===== src/rtl/csa_mw_sequencer.sv =====
// Multi-word add/subtract sequencer: streams a wide operand pair through a shared
// 32-bit combinational carry-select adder, least-significant word first.
//
// state | meaning
// IDLE  | ready for a request, add_* outputs parked at zero
// RUN   | one word per cycle through the CSA, carry chained in a register
// DONE  | wide result presented, held until the consumer accepts it
module csa_mw_sequencer #(
    parameter int NWORDS = 4,
    parameter int IDXW   = 4
) (
    input  logic                 clk,
    input  logic                 rst_n,
    input  logic                 req_valid,
    output logic                 req_ready,
    input  logic [32*NWORDS-1:0] req_a,
    input  logic [32*NWORDS-1:0] req_b,
    input  logic                 req_cin,
    input  logic                 req_sub,
    input  logic                 flush,
    output logic [31:0]          add_a,
    output logic [31:0]          add_b,
    output logic                 add_cin,
    input  logic [31:0]          add_sum,
    input  logic                 add_cout,
    output logic                 res_valid,
    input  logic                 res_ready,
    output logic [32*NWORDS-1:0] res_sum,
    output logic                 res_cout,
    output logic                 res_ovf,
    output logic                 busy
);

    localparam int W = 32 * NWORDS;
    localparam logic [1:0] S_IDLE = 2'd0;
    localparam logic [1:0] S_RUN  = 2'd1;
    localparam logic [1:0] S_DONE = 2'd2;

    logic [1:0]      state;
    logic [IDXW-1:0] idx;
    logic            carry;
    logic [W-1:0]    op_a;
    logic [W-1:0]    op_b;
    logic            last_word;

    assign last_word = (idx == IDXW'(NWORDS - 1));
    assign res_valid = (state == S_DONE);
    assign busy      = (state == S_RUN) || (state == S_DONE);

    always_comb begin
        add_a   = '0;
        add_b   = '0;
        add_cin = 1'b0;
        if (state == S_RUN) begin
            add_a   = op_a[idx*32 +: 32];
            add_b   = op_b[idx*32 +: 32];
            add_cin = carry;
        end
    end

    // req_ready is registered so it only rises on the first edge after reset release.
    always_ff @(posedge clk or negedge rst_n) begin
        if (!rst_n) begin
            state     <= S_IDLE;
            req_ready <= 1'b0;
            idx       <= '0;
            carry     <= 1'b0;
            op_a      <= '0;
            op_b      <= '0;
            res_sum   <= '0;
            res_cout  <= 1'b0;
            res_ovf   <= 1'b0;
        end else if (flush) begin
            state     <= S_IDLE;
            req_ready <= 1'b1;
            carry     <= 1'b0;
        end else begin
            case (state)
                S_IDLE: begin
                    req_ready <= 1'b1;
                    if (req_valid && req_ready) begin
                        op_a      <= req_a;
                        op_b      <= req_sub ? ~req_b : req_b;
                        carry     <= req_sub ? 1'b1 : req_cin;
                        idx       <= '0;
                        state     <= S_RUN;
                        req_ready <= 1'b0;
                    end
                end
                S_RUN: begin
                    res_sum[idx*32 +: 32] <= add_sum;
                    carry                 <= add_cout;
                    idx                   <= idx + IDXW'(1);
                    if (last_word) begin
                        res_cout <= add_cout;
                        // overflow: like-signed operands yielding an opposite-signed result
                        res_ovf  <= (op_a[W-1] == op_b[W-1]) && (add_sum[31] != op_a[W-1]);
                        state    <= S_DONE;
                    end
                end
                S_DONE: begin
                    if (res_ready) begin
                        state     <= S_IDLE;
                        req_ready <= 1'b1;
                    end
                end
                default: begin
                    state     <= S_IDLE;
                    req_ready <= 1'b0;
                end
            endcase
        end
    end

endmodule


===== config.mk =====
export PLATFORM = sky130hd
export DESIGN_NAME = csa_mw_sequencer
export DESIGN_NICKNAME = d
export VERILOG_FILES = /design/src/rtl/csa_mw_sequencer.sv
export SDC_FILE = /design/constraint.sdc
export NUM_CORES = 1
export LEC_CHECK = 0
export CAP_MARGIN = 10
export CORE_UTILIZATION = 49
export DETAILED_ROUTE_END_ITERATION = 6
export PLACE_DENSITY = 0.8
export SETUP_SLACK_MARGIN = 0.2
export SLEW_MARGIN = 20
export SYNTH_ARGS = -nofsm -noshare
export SYNTH_HDL_FRONTEND = slang
export SYNTH_SLANG_ARGS = --single-unit

===== constraint.sdc =====
create_clock -name clk -period 3.55 [get_ports clk]
set_input_delay 0.71 -clock clk [delete_from_list [all_inputs] [get_ports clk]]
set_output_delay 0.71 -clock clk [all_outputs]
set_load 0.02 [all_outputs]

==> results of run 1 <==
-- stage by stage --
| step | power [uW] | setup WS (ps) | utilization [%] | cell area, sq um | instances |
|---|---|---|---|---|---|
| 2_1_floorplan | 13100 | 751 | - | 18900 | 1374 |
| 3_3_place_gp | 16200 | 649 | 64.1 | 24300 | 2302 |
| 3_5_place_dp | 16500 | 618 | 64.1 | 24300 | 2302 |
| 4_1_cts | 21100 | 151 | 67.8 | 25700 | 2383 |
| 5_1_grt | 22100 | 221 | 68.4 | 25900 | 2399 |
| 6_report | 21000 | 297 | 68.4 | 25900 | 2401 |
-- worst min path at each step --
| stage | endpoint | depth (start not counted) |
|---|---|---|
| 6_report | op_a[103] | 1 |
| 3_5_place_dp | op_b[64] | 2 |
| 5_1_grt | op_a[103] | 1 |
| 3_3_place_gp | op_b[28] | 2 |
| 4_1_cts | op_a[103] | 1 |
| 2_1_floorplan | carry | 0 |
-- area by class of cell --
| cell class | instances | area (sq um) |
|---|---|---|
| tap | 511 | 639 |
| clock buffer | 62 | 1220 |
| clock inverter | 17 | 171 |
| sequential | 394 | 9870 |
| inverter | 5 | 18.8 |
| antenna | 12 | 30.0 |
| fill | 2659 | 12000 |
| multi-input combinational | 869 | 8370 |
| timing repair buffer | 531 | 5570 |
-- cell families (layout without fill, tap and decap cells) --
logic type / after synthesis / in the layout / synth area share [%]
AO/OA/AOI/OAI: 147 / 147 / 4.16
XOR/XNOR: 128 / 128 / 5.92
adder cells (fa/ha/maj): 7 / 7 / 0.463
buffers and inverters: 111 / 615 / 3.80
flip-flops: 394 / 394 / 52.1
multiplexers: 322 / 322 / 26.4
other: 0 / 12 / 0
AND/OR/NAND/NOR: 265 / 265 / 7.15
-- cell usage in the layout, fill, tap and decap left out, drive strengths merged, types with 2 or more instances in the layout --
master	count
clkdlybuf4s50	438
or3	2
a21o	3
nand3	3
buf	38
clkinv	11
inv	8
nor2	9
o21ai	132
nand2	138
dlymetal6s2s	45
clkbuf	64
xnor2	128
dfrtp	394
nor4b	2
mux2	257
and3	65
ha	7
dlygate4sd2	8
and2	33
a21oi	2
mux4	64
diode	12
nand2b	2
nor2b	5
bufinv	3
-- critical path, cell delays in order (launching register included) --
cell             delay, ps
dfrtp_1                400
inv_1                  110
ha_2                   210
buf_12                 290
and3_1                 230
clkdlybuf4s50_1        660
-- flip-flops by register name, indices dropped and copies added (netlist names) --
signal     count
carry          1
res_cout       1
op_a         128
idx            4
state          2
op_b         128
res_ovf        1
res_sum      128
req_ready      1
-- routing by layer --
layer	up-vias	track usage, %	wire [um]
li1	5753	-	-
met1	6419	32.7	20800
met2	481	44.6	25800
met3	127	7.39	4080
met4	6	12.1	2260
met5	-	0	41
-- power by group through the flow --
stage / combinational (uW) / sequential (uW) / clock [uW]
after global placement: 8500 / 7710 / 0
after floorplan: 5310 / 7830 / 0
after global routing: 9480 / 7980 / 4660
after CTS: 8830 / 7760 / 4490
final: 8840 / 7780 / 4400
after detailed placement: 8720 / 7810 / 0
-- what timing repair did --
| action | 4_1_cts | 5_1_grt |
|---|---|---|
| buffers inserted | 2 | 4 |
| cloned | 0 | 2 |
| gates resized for setup | 9 | 45 |
| hold endpoints to repair | 0 | 0 |
| endpoints found under the setup margin | 59 | 48 |
==> flow_summary.toml, run 1 <==
[yosys]
synth-main-ff-cell = "dfrtp_1"
yosys_warnings = 0
ys_seq_area_share_pct = 52.1
yosysTopAreaCellShare_pct = 52.1
synth-async-reset-ratio_pct = 100
syn_inst = 1374
syn_area_per_cell_sq_um = 13.8
yosys.area.top_type = "dfrtp_1"
yosys.cell_count.top_type = "dfrtp_1"
syn_area_sq_um = 18900
synth_nets = 1677
synth-seq-cells = 394
synth_common_cells = "394 x dfrtp_1, 173 x mux2_4, 138 x nand2_1"
synth-edff-count = 0
yosys-top-cells-area = "dfrtp_1 52%, mux2_4 14%, mux4_2 7.6%"
netlist-cell-type-count = 47

[routing]
wl_per_cell_um = 22.1
firstDrtPassIters = 4
num_vias = 12800
ant_nets = 0
wl_mm = 53.0
avgViaCountPerCell = 5.33
drc = 0
drt_iter0_drc = 548

[clock_tree]
clk-insertion-delay-late_ps = 540
cts_tree = "yes"
clk_pin_slew_ps = 60
cts.path.max_buffers = 3
cts_buffers = 43
root_buffer = "clkbuf_16"
cts_hold_buf = 0
clock_sinks = 394
cts.htree.levels = 2

[final_layout]
areaGrowthSynthToFinish_pct = 36.8
drive_above_1_share_pct = 23.2
nets = 2147

[sta]
grt_setup_unrepaired = "no"
final.setup.tns_ps = 0
finClkSkew_ps = 16.2
max_clock_freq_mhz = 307
finalHoldViolations = 0
setup_viol_count_final = 0
slew_headroom_pct = 50.5
tightestPinTransition_ps = 743
post-route-min-period_ps = 3250
whs_ps = 127
period_share_pct = 91.6
report.final.slew_viol_count = 0

[setup_path]
start_kind = "flop"
r2r_cells = 7
rrSetupSlack_ps = 710
path_class = "reg -> out"
crit_fanout = 80
startpoint = "state[1]"
endpoint_kind = "primary output"
crit_required_ps = 2840
reg2reg_to = "res_sum[1]"
crit_end = "add_b[4]"
cp.arrival_ps = 2540
worstReg2RegStart = "idx[0]"

[floorplan]
die_h_um = 199
ios = 494
initial_utilization_pct = 50.0
core-area_sq_um = 37800
die_w_um = 199
rows = 71
die_area_sq_um = 39400

[place]
gp_congestion = 0.870
hpwl_mm = 36.3
numPortBuffers = 493

[pwr]
p_sw_uw = 7000
power_leakage_uw = 0.0125
clockPowerShare_pct = 20.9
power_density_nw_per_um2 = 812
ir_drop_mv = 0.421
p_int_uw = 14000
p_sw_share_pct = 33.3
seq_power_share_pct = 37.0
power.share.combinational_pct = 42.1

[global_routing]
grt_pass1_vias = 13700
grt-ovfl-total = 0
grt_antenna_before_repair = 14
track_usage_pct = 26.9
grt_max_degree = 192
grt_pass1_wl_mm = 80.3

[worst_hold_path]
min_path_type = "in -> async"

[outcome]
status = "finished clean"

[flow_run]
drv_cap = 0
Power figures use the tool's default switching activity.
==> inputs of run 2 (changes only) <==
CORE_MARGIN = 5   (was not set)
==> run 2 against run 1 <==
Compared with the run above: clock-buffer cell count rose by 3; final cell count increased by 0.17%; fmax is 0.97% lower; utilization decreased by 0.73 points; worst setup slack got worse by 32 ps; clock power rose by 8.2%; via count grew 1.1%; critical path depth shrank 1; sequential power down 0.5%; non-clock buffer count increased by 7; largest power group unchanged.
==> flow_summary.toml, run 2 (synthesis gave the netlist of run 1 again) <==
[outcome]
status = "finished clean"

[global_routing]
grt_antenna_before_repair = 13
grt_max_degree = 106
track_usage_pct = 24.9
grt-ovfl-total = 0
grt_pass1_vias = 13800
grt_pass1_wl_mm = 82.1

[clock_tree]
cts.path.max_buffers = 3
clk_pin_slew_ps = 60
cts_hold_buf = 0
clock_sinks = 394
cts_buffers = 43
clk-insertion-delay-late_ps = 560
cts.htree.levels = 2
root_buffer = "clkbuf_16"
cts_tree = "yes"

[sta]
period_share_pct = 92.5
max_clock_freq_mhz = 304
report.final.slew_viol_count = 0
finalHoldViolations = 0
finClkSkew_ps = 11.8
setup_viol_count_final = 0
grt_setup_unrepaired = "yes"
post-route-min-period_ps = 3280
fin_ws_ps = 265
final.setup.tns_ps = 0
tightestPinTransition_ps = 759
slew_headroom_pct = 49.4

[floorplan]
core-area_sq_um = 38500
die_area_sq_um = 42600
ios = 494
rows = 72
die_h_um = 207
initial_utilization_pct = 49.2
die_w_um = 207

[setup_path]
r2r_cells = 8
startpoint = "idx[0]"
path_delay_family = "buffers and inverters"
rrSetupSlack_ps = 390
critPathSlowestCell = "clkdlybuf4s50_1"
worstReg2RegStart = "idx[0]"
start_kind = "flop"
crit_fanout = 12
path_class = "reg -> out"
cp.arrival_ps = 2570
path_buf_inv = 2
max_stage_delay_ps = 540
reg2reg_to = "res_sum[64]"
path_cells = "buf_6, mux4_2, and3_1, clkdlybuf4s50_1"
crit_required_ps = 2840
endpoint_kind = "primary output"

[final_layout]
fill_cells = 2668
mostFrequentLayoutCell = "clkdlybuf4s50_1"
drive_above_1_share_pct = 23.5
areaGrowthSynthToFinish_pct = 37.6
nets = 2154
top_regs = "op_a x128, op_b x128, res_sum x128"
layout_common_cells = "451 x clkdlybuf4s50_1, 392 x dfrtp_1, 173 x mux2_4, 138 x nand2_1, 128 x xnor2_1"

[place]
gp_congestion = 0.877
dp_slack_ps = 577
numPortBuffers = 493
hpwl_mm = 38.1

[pwr]
ir_drop_mv = 0.426
design_power_total_uw = 21400
power_leakage_uw = 0.0124
power_density_nw_per_um2 = 823

[routing]
avgViaCountPerCell = 5.37
firstDrtPassIters = 5
ant_nets = 0
drt_iter0_drc = 537
drc = 0
num_vias = 12900
wl_mm = 54.9
wl_per_cell_um = 22.8

[flow_run]
drv_cap = 0

[worst_hold_path]
min_path_type = "in -> async"
-- run 2: area by class of cell --
class / instances / area [sq um] / share of cell area, %
diodes: 4 / 10.0 / 0.0384
flip-flops and latches: 394 / 9870 / 37.9
clock buffers: 65 / 1280 / 4.91
inverters: 5 / 18.8 / 0.0721
multi-input cells: 869 / 8380 / 32.2
well taps: 518 / 648 / 2.49
clock inverters: 12 / 225 / 0.865
repair buffers: 538 / 5600 / 21.5
-- run 2: timing repair --
| action | in CTS | in global routing |
|---|---|---|
| setup endpoints to repair | 64 | 58 |
| gates cloned | 0 | 2 |
| endpoints found under the hold margin | 0 | 0 |
| gates resized for setup | 8 | 38 |
| setup buffers | 3 | 7 |
-- run 2: power by group --
group	internal, uW	total, uW	leakage (uW)	switching (uW)
sequential	6470	7740	0.00496	1270
clock	2920	4760	0.000726	1840
combinational	5010	8940	0.00671	3930
total	14400	21400	0.0124	7030
-- run 2: stage by stage --
step,hold WS [ps],cells,util (%),area (sq um)
2_1_floorplan,414,1374,-,18900
3_3_place_gp,459,2312,63.1,24300
3_5_place_dp,465,2312,63.1,24300
4_1_cts,157,2392,67.1,25800
5_1_grt,180,2405,67.7,26000
6_report,147,2405,67.7,26000
-- run 2: layer usage --
layer / wire (um) / GRT usage (%)
met5: 120 / 0
met4: 1890 / 8.79
met3: 4590 / 7.78
met2: 26900 / 41.7
met1: 21500 / 30.6
-- run 2: worst max-delay path by stage --
stage	endpoint	slack, ps	cells past startpoint
after floorplan	res_sum[101]	750	11
after global placement	add_b[30]	580	4
after detailed placement	add_b[0]	580	4
after CTS	add_a[27]	150	4
after global routing	add_a[21]	170	4
final	add_a[21]	270	4
==> inputs of run 3 (changes only) <==
CORE_MARGIN = 2   (was 5)
==> run 3 against run 2 <==
Compared with the run above: worst setup slack got worse by 33 ps; worst hold slack improved by 53 ps; clock power decreased by 4.4%; first-iteration DRC count increased by 3.4%; fmax decreased by 0.99%; routed wire length decreased by 3.4%; register-to-register slack improved by 160 ps.
==> flow_summary.toml, run 3 (synthesis gave the netlist of run 1 again) <==
[outcome]
status = "finished clean"

[final_layout]
top_regs = "op_a x128, op_b x128, res_sum x128"
layout_common_cells = "479 x clkdlybuf4s50_1, 392 x dfrtp_1, 173 x mux2_4, 138 x nand2_1, 128 x xnor2_1"
nets = 2156
mostFrequentLayoutCell = "clkdlybuf4s50_1"
drive_above_1_share_pct = 23.3
post-route-util_pct = 68.5
areaGrowthSynthToFinish_pct = 37.0
fill_cells = 2619
fin_area_sq_um = 25900

[floorplan]
rows = 71
die_w_um = 201
core-area_sq_um = 37800
ios = 494
initial_utilization_pct = 50.0
die_area_sq_um = 40200
die_h_um = 201

[setup_path]
path_delay_family = "buffers and inverters"
reg2reg_to = "res_sum[64]"
cp.arrival_ps = 2610
path_cells = "buf_4, mux4_2, and3_1, clkdlybuf4s50_1"
path_class = "reg -> out"
start_kind = "flop"
critPathSlowestCell = "mux4_2"
cp.depth = 4
path_buf_inv = 2
r2r_cells = 7
max_stage_delay_ps = 540
worstReg2RegStart = "idx[0]"
crit_fanout = 6
endpoint_kind = "primary output"
crit_required_ps = 2840
rrSetupSlack_ps = 550

[pwr]
p_int_uw = 14200
power_density_nw_per_um2 = 818
ir_drop_mv = 0.418
seq_power_share_pct = 36.5
p_sw_uw = 7000
power_leakage_uw = 0.0119
power.share.combinational_pct = 42.0
p_sw_share_pct = 33.0
clockPowerShare_pct = 21.5

[routing]
drt_iter0_drc = 555
avgViaCountPerCell = 5.34
firstDrtPassIters = 4
num_vias = 12800
drc = 0
ant_nets = 0
wl_per_cell_um = 22.1
wl_mm = 53.1

[place]
numPortBuffers = 493
post_dp_cell_area_sq_um = 24400
gp_congestion = 0.875
hpwl_mm = 37.4
dp_slack_ps = 474

[clock_tree]
cts_buffers = 44
root_buffer = "clkbuf_16"
clk-insertion-delay-late_ps = 570
cts.htree.levels = 2
cts.path.max_buffers = 3
cts_tree = "yes"
cts_hold_buf = 0
clock_sinks = 394
clk_pin_slew_ps = 60

[sta]
fin_ws_ps = 232
finalHoldViolations = 0
period_share_pct = 93.5
post-route-min-period_ps = 3320
report.final.slew_viol_count = 0
final.setup.tns_ps = 0
slew_headroom_pct = 49.6
setup_viol_count_final = 0
max_clock_freq_mhz = 301
tightestPinTransition_ps = 756
finClkSkew_ps = 19.6
grt_setup_unrepaired = "yes"

[global_routing]
grt_antenna_before_repair = 15
grt-ovfl-total = 0
grt_pass1_vias = 13700
grt_pass1_wl_mm = 82.4
grt_max_degree = 142
track_usage_pct = 26.5

[flow_run]
drv_cap = 0

[worst_hold_path]
min_path_type = "in -> async"
run 3: cell count changes in the layout (fill, tap and decap cells not counted), sizes merged, moves of 3 or more:
cell / change
buf: +3
clkdlybuf4s50: +28
diode: +7
clkbuf: -3
clkinv: +3
dlymetal6s2s: -26
run 3: timing repair:
item / CTS / global route
resized for setup: 4 / 11
setup endpoints to repair: 60 / 24
setup buffers: 7 / 0
endpoints found under the hold margin: 0 / 0
pin swaps: 1 / 0
run 3: how the worst max path moves through the flow:
stage	end	slack (ps)	start
after floorplan	res_sum[101]	750	idx[1]
after detailed placement	add_b[11]	470	idx[0]
after global placement	add_b[8]	490	idx[0]
after global routing	add_a[1]	140	idx[0]
final	add_a[27]	230	idx[0]
after CTS	add_a[1]	200	idx[0]
run 3: final cells by class:
class	count	area, sq um	area share [%]
Antenna cell	11	27.5	0.106
Inverter	5	18.8	0.0724
Tap cell	511	639	2.47
Clock inverter	10	156	0.603
Multi-Input combinational cell	869	8370	32.3
Clock buffer	64	1270	4.89
Sequential cell	394	9870	38.1
Timing Repair Buffer	539	5580	21.5
run 3: layer usage:
layer  track usage [%]  vias to the layer above  share of wire [%]
met5                 0                        -               0.11
met4              10.9                        8                3.3
met3              6.82                      110                7.1
met2              43.6                      479                 49
met1              33.5                     6475                 40
li1                  -                     5761                  -
run 3: worst register-to-register path, cell delays in order, from the launching register on:
cell	delay [ps]
dfrtp_4	540
buf_6	190
or3_2	450
ha_1	330
buf_4	260
nand4_2	130
buf_4	530
mux2_2	450
run 3: power by group through the flow:
stage | Sequential, uW | Combinational [uW] | Clock, uW
global placement | 7720 | 8520 | 0
CTS | 7710 | 8980 | 4650
global route | 7940 | 9520 | 4820
floorplan | 7830 | 5310 | 0
finish | 7750 | 8900 | 4550
detailed placement | 7810 | 8750 | 0
run 3: stage by stage:
| stage | instances | hold slack [ps] | power, uW |
|---|---|---|---|
| after floorplan | 1374 | 414 | 13100 |
| after global placement | 2311 | 457 | 16200 |
| after detailed placement | 2311 | 469 | 16600 |
| after CTS | 2392 | 199 | 21300 |
| after global routing | 2403 | 245 | 22300 |
| final | 2403 | 201 | 21200 |
